$ cat config.mk
export PLATFORM = sky130hd
export DESIGN_NAME = alu_arbiter
export DESIGN_NICKNAME = d
export VERILOG_FILES = /design/src/rtl/alu_arbiter.sv
export SDC_FILE = /design/constraint.sdc
export NUM_CORES = 1
export LEC_CHECK = 0
export ABC_AREA = 1
export CAP_MARGIN = 20
export CORE_MARGIN = 8
export CORE_UTILIZATION = 31
export CTS_CLUSTER_SIZE = 28
export DETAILED_ROUTE_END_ITERATION = 10
export PLACE_DENSITY = 0.78
export REMOVE_ABC_BUFFERS = 1
export SYNTH_ARGS = -nofsm -noshare
export SYNTH_HDL_FRONTEND = slang
export SYNTH_SLANG_ARGS = --single-unit
$ cat constraint.sdc
create_clock -name clk -period 1.12 [get_ports clk]
set_input_delay 0.224 -clock clk [delete_from_list [all_inputs] [get_ports clk]]
set_output_delay 0.224 -clock clk [all_outputs]
set_load 0.02 [all_outputs]
$ cat src/rtl/alu_arbiter.sv
// alu_arbiter: shares one combinational ALU between two requesters.
// Round-robin by default; define ALU_ARB_FIXED_PRIO_EN for fixed r0 priority.
module alu_arbiter #(
    parameter int unsigned      DATA_W = 32,
    parameter int unsigned      OP_W   = 4,
    parameter logic [OP_W-1:0]  NOP_OP = '0
) (
    input  logic              clk,
    input  logic              rst,

    input  logic              r0_valid,
    output logic              r0_ready,
    input  logic [OP_W-1:0]   r0_op,
    input  logic [DATA_W-1:0] r0_a,
    input  logic [DATA_W-1:0] r0_b,
    output logic              r0_rvalid,
    input  logic              r0_rready,
    output logic [DATA_W-1:0] r0_result,
    output logic              r0_zero,
    output logic              r0_of,

    input  logic              r1_valid,
    output logic              r1_ready,
    input  logic [OP_W-1:0]   r1_op,
    input  logic [DATA_W-1:0] r1_a,
    input  logic [DATA_W-1:0] r1_b,
    output logic              r1_rvalid,
    input  logic              r1_rready,
    output logic [DATA_W-1:0] r1_result,
    output logic              r1_zero,
    output logic              r1_of,

    output logic [OP_W-1:0]   alu_op,
    output logic [DATA_W-1:0] alu_a,
    output logic [DATA_W-1:0] alu_b,
    input  logic [DATA_W-1:0] alu_c,
    input  logic              alu_zero,
    input  logic              alu_of
);

    logic              elig0;
    logic              elig1;
    logic              grant0;
    logic              grant1;

    logic              r0_rvalid_q, r0_rvalid_d;
    logic [DATA_W-1:0] r0_result_q, r0_result_d;
    logic              r0_zero_q,   r0_zero_d;
    logic              r0_of_q,     r0_of_d;

    logic              r1_rvalid_q, r1_rvalid_d;
    logic [DATA_W-1:0] r1_result_q, r1_result_d;
    logic              r1_zero_q,   r1_zero_d;
    logic              r1_of_q,     r1_of_d;

    // A requester may be accepted only if its response slot is free or draining now
    always_comb begin
        elig0 = r0_valid & (~r0_rvalid_q | r0_rready);
        elig1 = r1_valid & (~r1_rvalid_q | r1_rready);
    end

`ifdef ALU_ARB_FIXED_PRIO_EN
    // Fixed priority: r0 always wins a tie, so the EX stage never stalls on r1
    always_comb begin
        grant0 = ~rst & elig0;
        grant1 = ~rst & elig1 & ~elig0;
    end
`else
    logic last_q;
    logic last_d;

    // Round-robin: on a tie grant the requester that did not win last time
    always_comb begin
        grant0 = ~rst & elig0 & (~elig1 | last_q);
        grant1 = ~rst & elig1 & (~elig0 | ~last_q);
    end

    // Remember the most recent winner; hold when nobody is granted
    always_comb begin
        last_d = last_q;
        if (grant0) begin
            last_d = 1'b0;
        end else if (grant1) begin
            last_d = 1'b1;
        end
    end

    // Last-winner register; reset to 1 so r0 takes the first tie
    always_ff @(posedge clk) begin
        if (rst) begin
            last_q <= 1'b1;
        end else begin
            last_q <= last_d;
        end
    end
`endif

    assign r0_ready = grant0;
    assign r1_ready = grant1;

    // Steer the granted request onto the ALU, idle with a NOP otherwise
    always_comb begin
        alu_op = NOP_OP;
        alu_a  = '0;
        alu_b  = '0;
        unique case (1'b1)
            grant0: begin
                alu_op = r0_op;
                alu_a  = r0_a;
                alu_b  = r0_b;
            end
            grant1: begin
                alu_op = r1_op;
                alu_a  = r1_a;
                alu_b  = r1_b;
            end
            default: ;
        endcase
    end

    // r0 response slot: load on grant, clear valid on drain, else hold
    always_comb begin
        r0_rvalid_d = r0_rvalid_q;
        r0_result_d = r0_result_q;
        r0_zero_d   = r0_zero_q;
        r0_of_d     = r0_of_q;
        if (grant0) begin
            r0_rvalid_d = 1'b1;
            r0_result_d = alu_c;
            r0_zero_d   = alu_zero;
            r0_of_d     = alu_of;
        end else if (r0_rvalid_q & r0_rready) begin
            r0_rvalid_d = 1'b0;
        end
    end

    // r1 response slot: load on grant, clear valid on drain, else hold
    always_comb begin
        r1_rvalid_d = r1_rvalid_q;
        r1_result_d = r1_result_q;
        r1_zero_d   = r1_zero_q;
        r1_of_d     = r1_of_q;
        if (grant1) begin
            r1_rvalid_d = 1'b1;
            r1_result_d = alu_c;
            r1_zero_d   = alu_zero;
            r1_of_d     = alu_of;
        end else if (r1_rvalid_q & r1_rready) begin
            r1_rvalid_d = 1'b0;
        end
    end

    // Response registers; reset discards anything in flight
    always_ff @(posedge clk) begin
        if (rst) begin
            r0_rvalid_q <= 1'b0;
            r0_result_q <= '0;
            r0_zero_q   <= 1'b0;
            r0_of_q     <= 1'b0;
            r1_rvalid_q <= 1'b0;
            r1_result_q <= '0;
            r1_zero_q   <= 1'b0;
            r1_of_q     <= 1'b0;
        end else begin
            r0_rvalid_q <= r0_rvalid_d;
            r0_result_q <= r0_result_d;
            r0_zero_q   <= r0_zero_d;
            r0_of_q     <= r0_of_d;
            r1_rvalid_q <= r1_rvalid_d;
            r1_result_q <= r1_result_d;
            r1_zero_q   <= r1_zero_d;
            r1_of_q     <= r1_of_d;
        end
    end

    assign r0_rvalid = r0_rvalid_q;
    assign r0_result = r0_result_q;
    assign r0_zero   = r0_zero_q;
    assign r0_of     = r0_of_q;
    assign r1_rvalid = r1_rvalid_q;
    assign r1_result = r1_result_q;
    assign r1_zero   = r1_zero_q;
    assign r1_of     = r1_of_q;

endmodule
==> results_dict.tcl, run 1 <==
set metrics [dict create \
    max-vdd-ir-drop_v 0.000731 \
    rows 42 \
    grt_max_degree 63 \
    clk_latency_ns 0.33 \
    regArea_um2 1420 \
    met2_usage 0.431 \
    p_per_area_nw_per_um2 966 \
    antenna_found_initial 8 \
    cp_num_buf_inv 4 \
    ys_warn_count 0 \
    netlist-cell-type-count 14 \
    fp.dieW_um 132 \
    gp_congestion 0.877 \
    cp.depth 8 \
    violations "setup timing" \
    drt_wl_total_mm 26.8 \
    initial_core_util 0.317 \
    setup_viol 142 \
    status "finished with violations" \
    vias 6367 \
    tightestPinTransition_ns 0.679 \
    clock_skew_ns 0.00682 \
    dr.pass1.iters 5 \
    fillers 962 \
    critPathLaunchType "flop" \
    slew_violations 0 \
    r2r-start "r0_rvalid$_SDFFE_PP0P_" \
    postSynthCellCount 691 \
    layout.nets 1239 \
    drtAntennaViolNets 0 \
    synth-seq-cells 71 \
    syn_to_final_growth_pct 135 \
    rsz0062_at_grt "yes" \
    cts.reportedPaths.clkPinSlew_ns 0.05 \
    crit_fanout 8 \
    drv_cap 0 \
    overflow 0 \
    required_ns 0.90 \
    drive_gt1_frac 0.400 \
    fp.coreArea_um2 13200 \
    holdCritStartpoint "r1_rready" \
    yosysSeqAreaShare 0.339 \
    drc 0 \
    track_usage 0.260 \
    first_global_vias 5806 \
    cp_cell_sequence "nand2_4, nand3b_1, buf_8, buf_12, clkbuf_16, nand3_2, nand2_2, buf_6" \
    multi_input_area_um2 2950 \
    relSlewSlack 0.548 \
    finalCritPeriodShare 1.66 \
    clock-sinks 71 \
    crit_arrival_ns 1.63 \
    viasPerCell 5.10 \
    crit_type "flop to primary output" \
    worst_slack_ns -0.738 \
    pre_cts_slack_ns -1.29 \
    worstRegToRegCells 11 \
    use_met3 0.0877 \
    hold_viol_final 0 \
    timing.critical_path.from "r1_rvalid$_SDFFE_PP0P_" \
    avgSynthCellArea_um2 6.07 \
    end_kind "primary output" \
    min_period_ns 1.86 \
    die_h_um 132 \
    drt-initial-drc-count 312 \
    cts_tree "built" \
    path_delay_family "buffers and inverters" \
    final_common_cell "clkdlybuf4s50_1" \
    die-area_um2 17500 \
    hold_depth 4 \
    cts-root-buf "clkbuf_16" \
    final_cell_mix "clkdlybuf4s50_1, nand3_1, nand2_1" \
    htreeDepth 3 \
    place.port_buffers 315 \
    grt_pass1_wl_mm 35.6 \
    setup_tns_ns -75.08 \
    p_leak_nw 4.71 \
    critPathMaxStageDelay_ns 0.35 \
    hpwl_mm 15.2 \
    ioPinCount 316 \
    cts.path.max_buffers 2 \
    numCtsBuffers 9 \
    fmax_ghz 0.538 \
    wl_per_cell_um 21.4 \
    ctsHoldBuffers 0 \
    busiest_layer "met2" \
    crit_path_top_delay_cell "dfxtp_2" \
    gr-usage-met1 0.294 \
    min_path_type "input pin to flop" \
    synth.cell_area_um2 4200 \
]
[flip-flops by register name (all words and copies together), names as in the netlist]
name and count:
last_q 1, r0_of 1, r0_result 32, r0_rvalid 1, r0_zero 1, r1_of 1, r1_result 32, r1_rvalid 1
r1_zero 1
[power by group]
| part | switching, W | internal (W) |
|---|---|---|
| Sequential | 0.000107 | 0.00274 |
| Clock | 0.00101 | 0.00151 |
| Combinational | 0.00206 | 0.00209 |
[area by class of cell]
| class | instances | area share |
|---|---|---|
| Inverter | 72 | 0.0282 |
| Timing Repair Buffer | 419 | 0.478 |
| Clock inverter | 2 | 0.00102 |
| Tap cell | 176 | 0.0223 |
| Multi-Input combinational cell | 490 | 0.299 |
| Sequential cell | 71 | 0.145 |
| Clock buffer | 11 | 0.0246 |
| Antenna cell | 8 | 0.00203 |
[per-layer routing]
| metal | vias to the layer above | wire length, µm |
|---|---|---|
| met5 | - | 0 |
| met3 | 62 | 2170 |
| met4 | 0 | 1110 |
| met1 | 3004 | 9780 |
| met2 | 347 | 13700 |
| li1 | 2954 | - |
[timing repair]
item,CTS,global route
resized for setup,593,297
setup buffers,24,19
endpoints found under the setup margin,210,187
gates cloned,27,14
pin swaps,34,46
[worst min-delay path: cells and delay by family]
kind            cells  cell delay (ns)
compound gates      1             0.07
simple gates        1             0.08
buf+inv             2             0.25
[Yosys cell counts]
cell      instances  share of area
nor2_4            2         0.0054
a21oi_1           1         0.0012
buf_2            25          0.030
buf_6             9          0.024
clkbuf_1          7         0.0063
nor2_1           68          0.061
dfxtp_1          71           0.34
nand2_2           3         0.0045
nand3_1         205           0.24
nand3b_1          1         0.0018
nand2_1         208           0.19
o21ai_0           2         0.0024
inv_1            72          0.064
buf_4            17          0.030
[per-stage QoR]
stage / cell area [µm²] / cells / hold slack (ns) / power, W / utilization
4_1_cts: 9070 / 1220 / 0.351 / 0.00919 / 0.685
3_5_place_dp: 7560 / 1157 / 0.502 / 0.00595 / 0.571
6_report: 9850 / 1249 / 0.350 / 0.00952 / 0.744
5_1_grt: 9850 / 1249 / 0.379 / 0.00991 / 0.744
3_3_place_gp: 7560 / 1157 / 0.499 / 0.00594 / 0.571
2_1_floorplan: 3820 / 633 / 0.312 / 0.00406 / -
[final timing paths]
path | to | slack (ns)
setup / recovery | alu_a[24] | -0.74
hold / removal | r1_rvalid$_SDFFE_PP0P_ | 0.35
setup reg to reg | r1_result[10]$_SDFFE_PP0P_ | -0.50
hold reg to reg | r0_result[18]$_SDFFE_PP0N_ | 0.51
[kinds of logic after synthesis]
logic type | after synthesis | share of synthesized area
simple gates | 487 | 0.503
buf+inv | 130 | 0.155
flops | 71 | 0.339
compound gates | 3 | 0.00358
Power figures use the tool's default switching activity.
==> run 2: changes to the inputs <==
- CTS_BUF_LIST: not set -> sky130_fd_sc_hd__clkbuf_16
==> run 2 against run 1 <==
The run still ends with setup timing left; register-to-register slack got worse by 0.05 ns; flip-flop and latch count unchanged; hold slack got worse by 0.0016 ns; via count increased by 0.69%; routed wire length increased by 1.8%; final area increased by 0.51%.
==> results_dict.tcl, run 2 (same netlist as run 1, synthesis figures left out) <==
set metrics [dict create \
    status "finished with violations" \
    violations "setup timing" \
    initial_core_util 0.317 \
    layout.nets 1239 \
    finalCritPeriodShare 1.69 \
    dr_wl_met2_mm 13.8 \
    place.port_buffers 315 \
    fp.dieW_um 132 \
    drt_wl_total_mm 27.3 \
    die-area_um2 17500 \
    cts.reportedPaths.clkPinSlew_ns 0.05 \
    antenna_found_initial 7 \
    gp_congestion 0.877 \
    hpwl_mm 15.2 \
    fillers 988 \
    die_h_um 132 \
    grt_max_degree 63 \
    rsz0062_at_grt "yes" \
    min_path_type "input pin to flop" \
    worst_slack_ns -0.775 \
    critPathMaxStageDelay_ns 0.37 \
    rows 42 \
    relSlewSlack 0.553 \
    clock-sinks 71 \
    wl_met1_mm 9.83 \
    cts-root-buf "clkbuf_16" \
    slew_violations 0 \
    min_period_ns 1.90 \
    hold_viol_final 0 \
    clock_skew_ns 0.00614 \
    crit_top_cell "buf_6" \
    cts_tree "built" \
    power.total_w 0.00949 \
    end_kind "primary output" \
    htreeDepth 3 \
    whs_ns 0.349 \
    fmax_ghz 0.528 \
    setup_viol 143 \
    numCtsBuffers 9 \
    overflow 0 \
    drt-initial-drc-count 337 \
    final_cell_mix "clkdlybuf4s50_1, nand3_1, nand2_1" \
    p_leak_nw 4.72 \
    drive_gt1_frac 0.409 \
    ioPinCount 316 \
    drc 0 \
    max-vdd-ir-drop_v 0.000627 \
    required_ns 0.90 \
    crit_arrival_ns 1.67 \
    dr_wl_met3_mm 2.31 \
    top_layer "met4" \
    track_usage 0.262 \
    drtAntennaViolNets 0 \
    syn_to_final_growth_pct 136 \
    crit_path_top_delay_cell "dfxtp_2" \
    cp_cell_sequence "nand2_4, buf_6, nand3_4, buf_12, clkbuf_16, nand3_1, nand2_1, buf_6" \
    first_global_vias 5825 \
    ctsHoldBuffers 0 \
    crit_fanout 7 \
    critPathLaunchType "flop" \
    vias 6411 \
    grt_pass1_wl_mm 35.7 \
    crit_type "flop to primary output" \
    final_common_cell "clkdlybuf4s50_1" \
    p_per_area_nw_per_um2 958 \
    cts.path.max_buffers 2 \
    clk_latency_ns 0.33 \
    wl_per_cell_um 21.9 \
    dr.pass1.iters 5 \
    viasPerCell 5.14 \
    fp.coreArea_um2 13200 \
    tightestPinTransition_ns 0.671 \
    drv_cap 0 \
]
## run 2: cell count changes in the layout (fill, tap and decap cells not counted), sizes merged
cell,previous run,this run
diode,8,7
clkinv,3,4
inv,71,72
buf,187,188
clkbuf,66,63
## run 2: layer usage
layer | up-vias | track usage
met5 | - | 0
met4 | 0 | 0.131
met3 | 81 | 0.0869
met2 | 358 | 0.432
met1 | 3030 | 0.296
li1 | 2942 | -
## run 2: power breakdown
part / internal [W] / switching, W
clock network: 0.00143 / 0.00101
registers: 0.00274 / 0.000109
logic: 0.00212 / 0.00209
total: 0.00629 / 0.00320
## run 2: worst paths after layout
check	startpoint	end	slack (ns)	depth (start not counted)
max	r0_rvalid$_SDFFE_PP0P_	alu_a[7]	-0.78	8
max reg2reg	r0_rvalid$_SDFFE_PP0P_	r1_result[0]$_SDFFE_PP0P_	-0.55	11
min reg2reg	r0_result[11]$_SDFFE_PP0N_	r0_result[11]$_SDFFE_PP0N_	0.51	4
min	r1_rready	r1_rvalid$_SDFFE_PP0P_	0.35	4
## run 2: stage by stage
stage	util	worst slack (ns)	cells	setup TNS [ns]	area (µm²)
floorplan	-	-2.77	633	-318.84	3820
global placement	0.571	-1.29	1157	-149.03	7560
detailed placement	0.571	-1.29	1157	-148.64	7560
CTS	0.684	-0.734	1220	-88.74	9060
global route	0.748	-0.818	1248	-87.51	9900
finish	0.748	-0.775	1248	-79.20	9900
## run 2: timing repair
item | CTS | global route
pin swaps | 34 | 46
cloned | 27 | 13
endpoints found under the setup margin | 210 | 188
gates resized for setup | 593 | 307
buffers inserted | 24 | 20
## run 2: cell type report
cell class	instances	area [µm²]	area share
Sequential cell	71	1430	0.144
Inverter	72	278	0.0280
Timing Repair Buffer	419	4750	0.479
Antenna cell	7	17.5	0.00177
Multi-Input combinational cell	490	2970	0.300
Clock inverter	4	17.5	0.00177
Clock buffer	9	225	0.0227
Tap cell	176	220	0.0222
## run 2: worst max-delay path, delay by kind of cell (launching register included)
family / cells / cell delay, ns
DFF: 1 / 0.37
and+or+nand+nor: 4 / 0.38
buffers and inverters: 4 / 0.60
==> run 3: changes to the inputs <==
- ABC_CLOCK_PERIOD_IN_PS: not set -> 1120
- CELL_PAD_IN_SITES_DETAIL_PLACEMENT: not set -> 1
- CELL_PAD_IN_SITES_GLOBAL_PLACEMENT: not set -> 1
- CORE_UTILIZATION: 31 -> 19
- PLACE_DENSITY: 0.78 -> not set
- PLACE_DENSITY_LB_ADDON: not set -> 0.1
==> run 3 against run 2 <==
The flow still finishes with violations (setup timing); register-to-register slack lost 0.04 ns; via count shrank 4.7%; sequential share of layout area shrank 0.57 points; non-clock buffer count grew 20; largest cell class unchanged; highest routed layer is now met5.
==> results_dict.tcl, run 3 (same netlist as run 1, synthesis figures left out) <==
set metrics [dict create \
    status "finished with violations" \
    violations "setup timing" \
    fmax_ghz 0.514 \
    cp_cell_sequence "nand2_4, buf_6, nand3_4, buf_12, buf_12, buf_12, nand3_1, nand2_1, buf_6" \
    grt_max_degree 72 \
    drtAntennaViolNets 0 \
    hold_viol_final 0 \
    ioPinCount 316 \
    cts.reportedPaths.clkPinSlew_ns 0.06 \
    clock-sinks 71 \
    place.port_buffers 315 \
    initial_core_util 0.193 \
    max-vdd-ir-drop_v 0.000637 \
    cp_num_buf_inv 5 \
    setup_viol 143 \
    cts-root-buf "clkbuf_16" \
    drt_wl_total_mm 29.6 \
    drv_cap 0 \
    rsz0062_at_grt "yes" \
    overflow 0 \
    r2r-start "r0_rvalid$_SDFFE_PP0P_" \
    slew_violations 0 \
    gp_congestion 0.812 \
    p_leak_nw 4.84 \
    worstRegToRegCells 12 \
    path_delay_family "buffers and inverters" \
    hold_depth 4 \
    drive_gt1_frac 0.477 \
    crit_fanout 6 \
    wl_per_cell_um 21.6 \
    crit_arrival_ns 1.72 \
    hpwl_mm 19.3 \
    holdCritStartpoint "r0_valid" \
    critPathMaxStageDelay_ns 0.35 \
    finalCritPeriodShare 1.74 \
    p_per_area_nw_per_um2 980 \
    die_h_um 165 \
    rows 54 \
    dr.pass1.iters 6 \
    antenna_found_initial 5 \
    htreeDepth 3 \
    layout.nets 1259 \
    final_cell_mix "clkdlybuf4s50_1, nand3_1, nand2_2" \
    crit_type "flop to primary output" \
    first_global_vias 6165 \
    grt_pass1_wl_mm 38.4 \
    power.total_w 0.0101 \
    numCtsBuffers 9 \
    timing.critical_path.from "r0_rvalid$_SDFFE_PP0P_" \
    tightestPinTransition_ns 0.806 \
    track_usage 0.188 \
    required_ns 0.90 \
    worst_slack_ns -0.824 \
    min_path_type "input pin to flop" \
    syn_to_final_growth_pct 146 \
    min_period_ns 1.94 \
    ctsHoldBuffers 0 \
    final_common_cell "clkdlybuf4s50_1" \
    crit_top_cell "buf_12" \
    critPathLaunchType "flop" \
    crit_path_top_delay_cell "dfxtp_4" \
    viasPerCell 4.46 \
    fp.dieW_um 165 \
    cp.depth 9 \
    die-area_um2 27100 \
    fp.coreArea_um2 21800 \
    end_kind "primary output" \
    fillers 2567 \
    cts_tree "built" \
    drt-initial-drc-count 184 \
    setup_tns_ns -90.23 \
    clock_skew_ns 0.00305 \
    drc 0 \
    relSlewSlack 0.463 \
    clk_latency_ns 0.33 \
    pre_cts_slack_ns -1.28 \
    cts.path.max_buffers 2 \
    vias 6109 \
]
## run 3: changes by cell type in the layout (fill, tap and decap cells not counted), moves of 5 or more
cell / change
nand3_1: -23
buf_4: +7
nand2_4: +10
nand2_2: +32
nand2_1: -41
buf_6: +29
buf_2: -11
buf_16: -16
nand3_4: -6
nand3_2: +29
clkbuf_2: +5
## run 3: power by group
part           leakage [nW]  switching [W]  internal (W)  total (W)
registers             0.585       0.000110       0.00274    0.00285
logic                  4.11        0.00212       0.00215    0.00427
clock network         0.148        0.00109       0.00191    0.00300
total                  4.84        0.00332       0.00680     0.0101
## run 3: repair_timing
item / 4_1_cts / 5_1_grt
pin swaps: 25 / 74
gates cloned: 8 / 20
setup buffers: 32 / 24
setup endpoints to repair: 201 / 201
resized for setup: 432 / 451
## run 3: layer usage
| layer | vias up | routed length, µm | track usage |
|---|---|---|---|
| met5 | - | 13 | 0 |
| met4 | 2 | 330 | 0.0414 |
| met3 | 20 | 2580 | 0.0780 |
| met2 | 221 | 14800 | 0.316 |
| met1 | 2908 | 11900 | 0.220 |
| li1 | 2958 | - | - |
## run 3: stage by stage
step,utilization,std cells,area (µm²),hold WS (ns)
after floorplan,-,633,3820,0.312
after global placement,0.362,1279,7880,0.503
after detailed placement,0.362,1279,7880,0.508
after CTS,0.415,1333,9020,0.328
after global routing,0.475,1370,10300,0.301
final,0.475,1371,10300,0.299
## run 3: worst min-delay path, cell delays in order
cell and delay, ns:
dlymetal6s2s_1 0.16, nand2_4 0.09, a21oi_1 0.07, nand2_2 0.05
## run 3: final cells by class
| cell class | count | area, µm² | share of cell area |
|---|---|---|---|
| flip-flops and latches | 71 | 1430 | 0.138 |
| diodes | 4 | 10.0 | 0.000969 |
| repair buffers | 439 | 4790 | 0.463 |
| inverters | 72 | 273 | 0.0264 |
| well taps | 280 | 350 | 0.0339 |
| clock buffers | 9 | 225 | 0.0218 |
| multi-input cells | 490 | 3180 | 0.308 |
| clock inverters | 6 | 76.3 | 0.00739 |
## run 3: final timing paths
path / end / slack, ns
setup / recovery: alu_b[25] / -0.82
hold / removal: last_q$_SDFFE_PP1P_ / 0.30
setup reg to reg: r0_result[27]$_SDFFE_PP0N_ / -0.59
hold reg to reg: r0_result[24]$_SDFFE_PP0N_ / 0.52
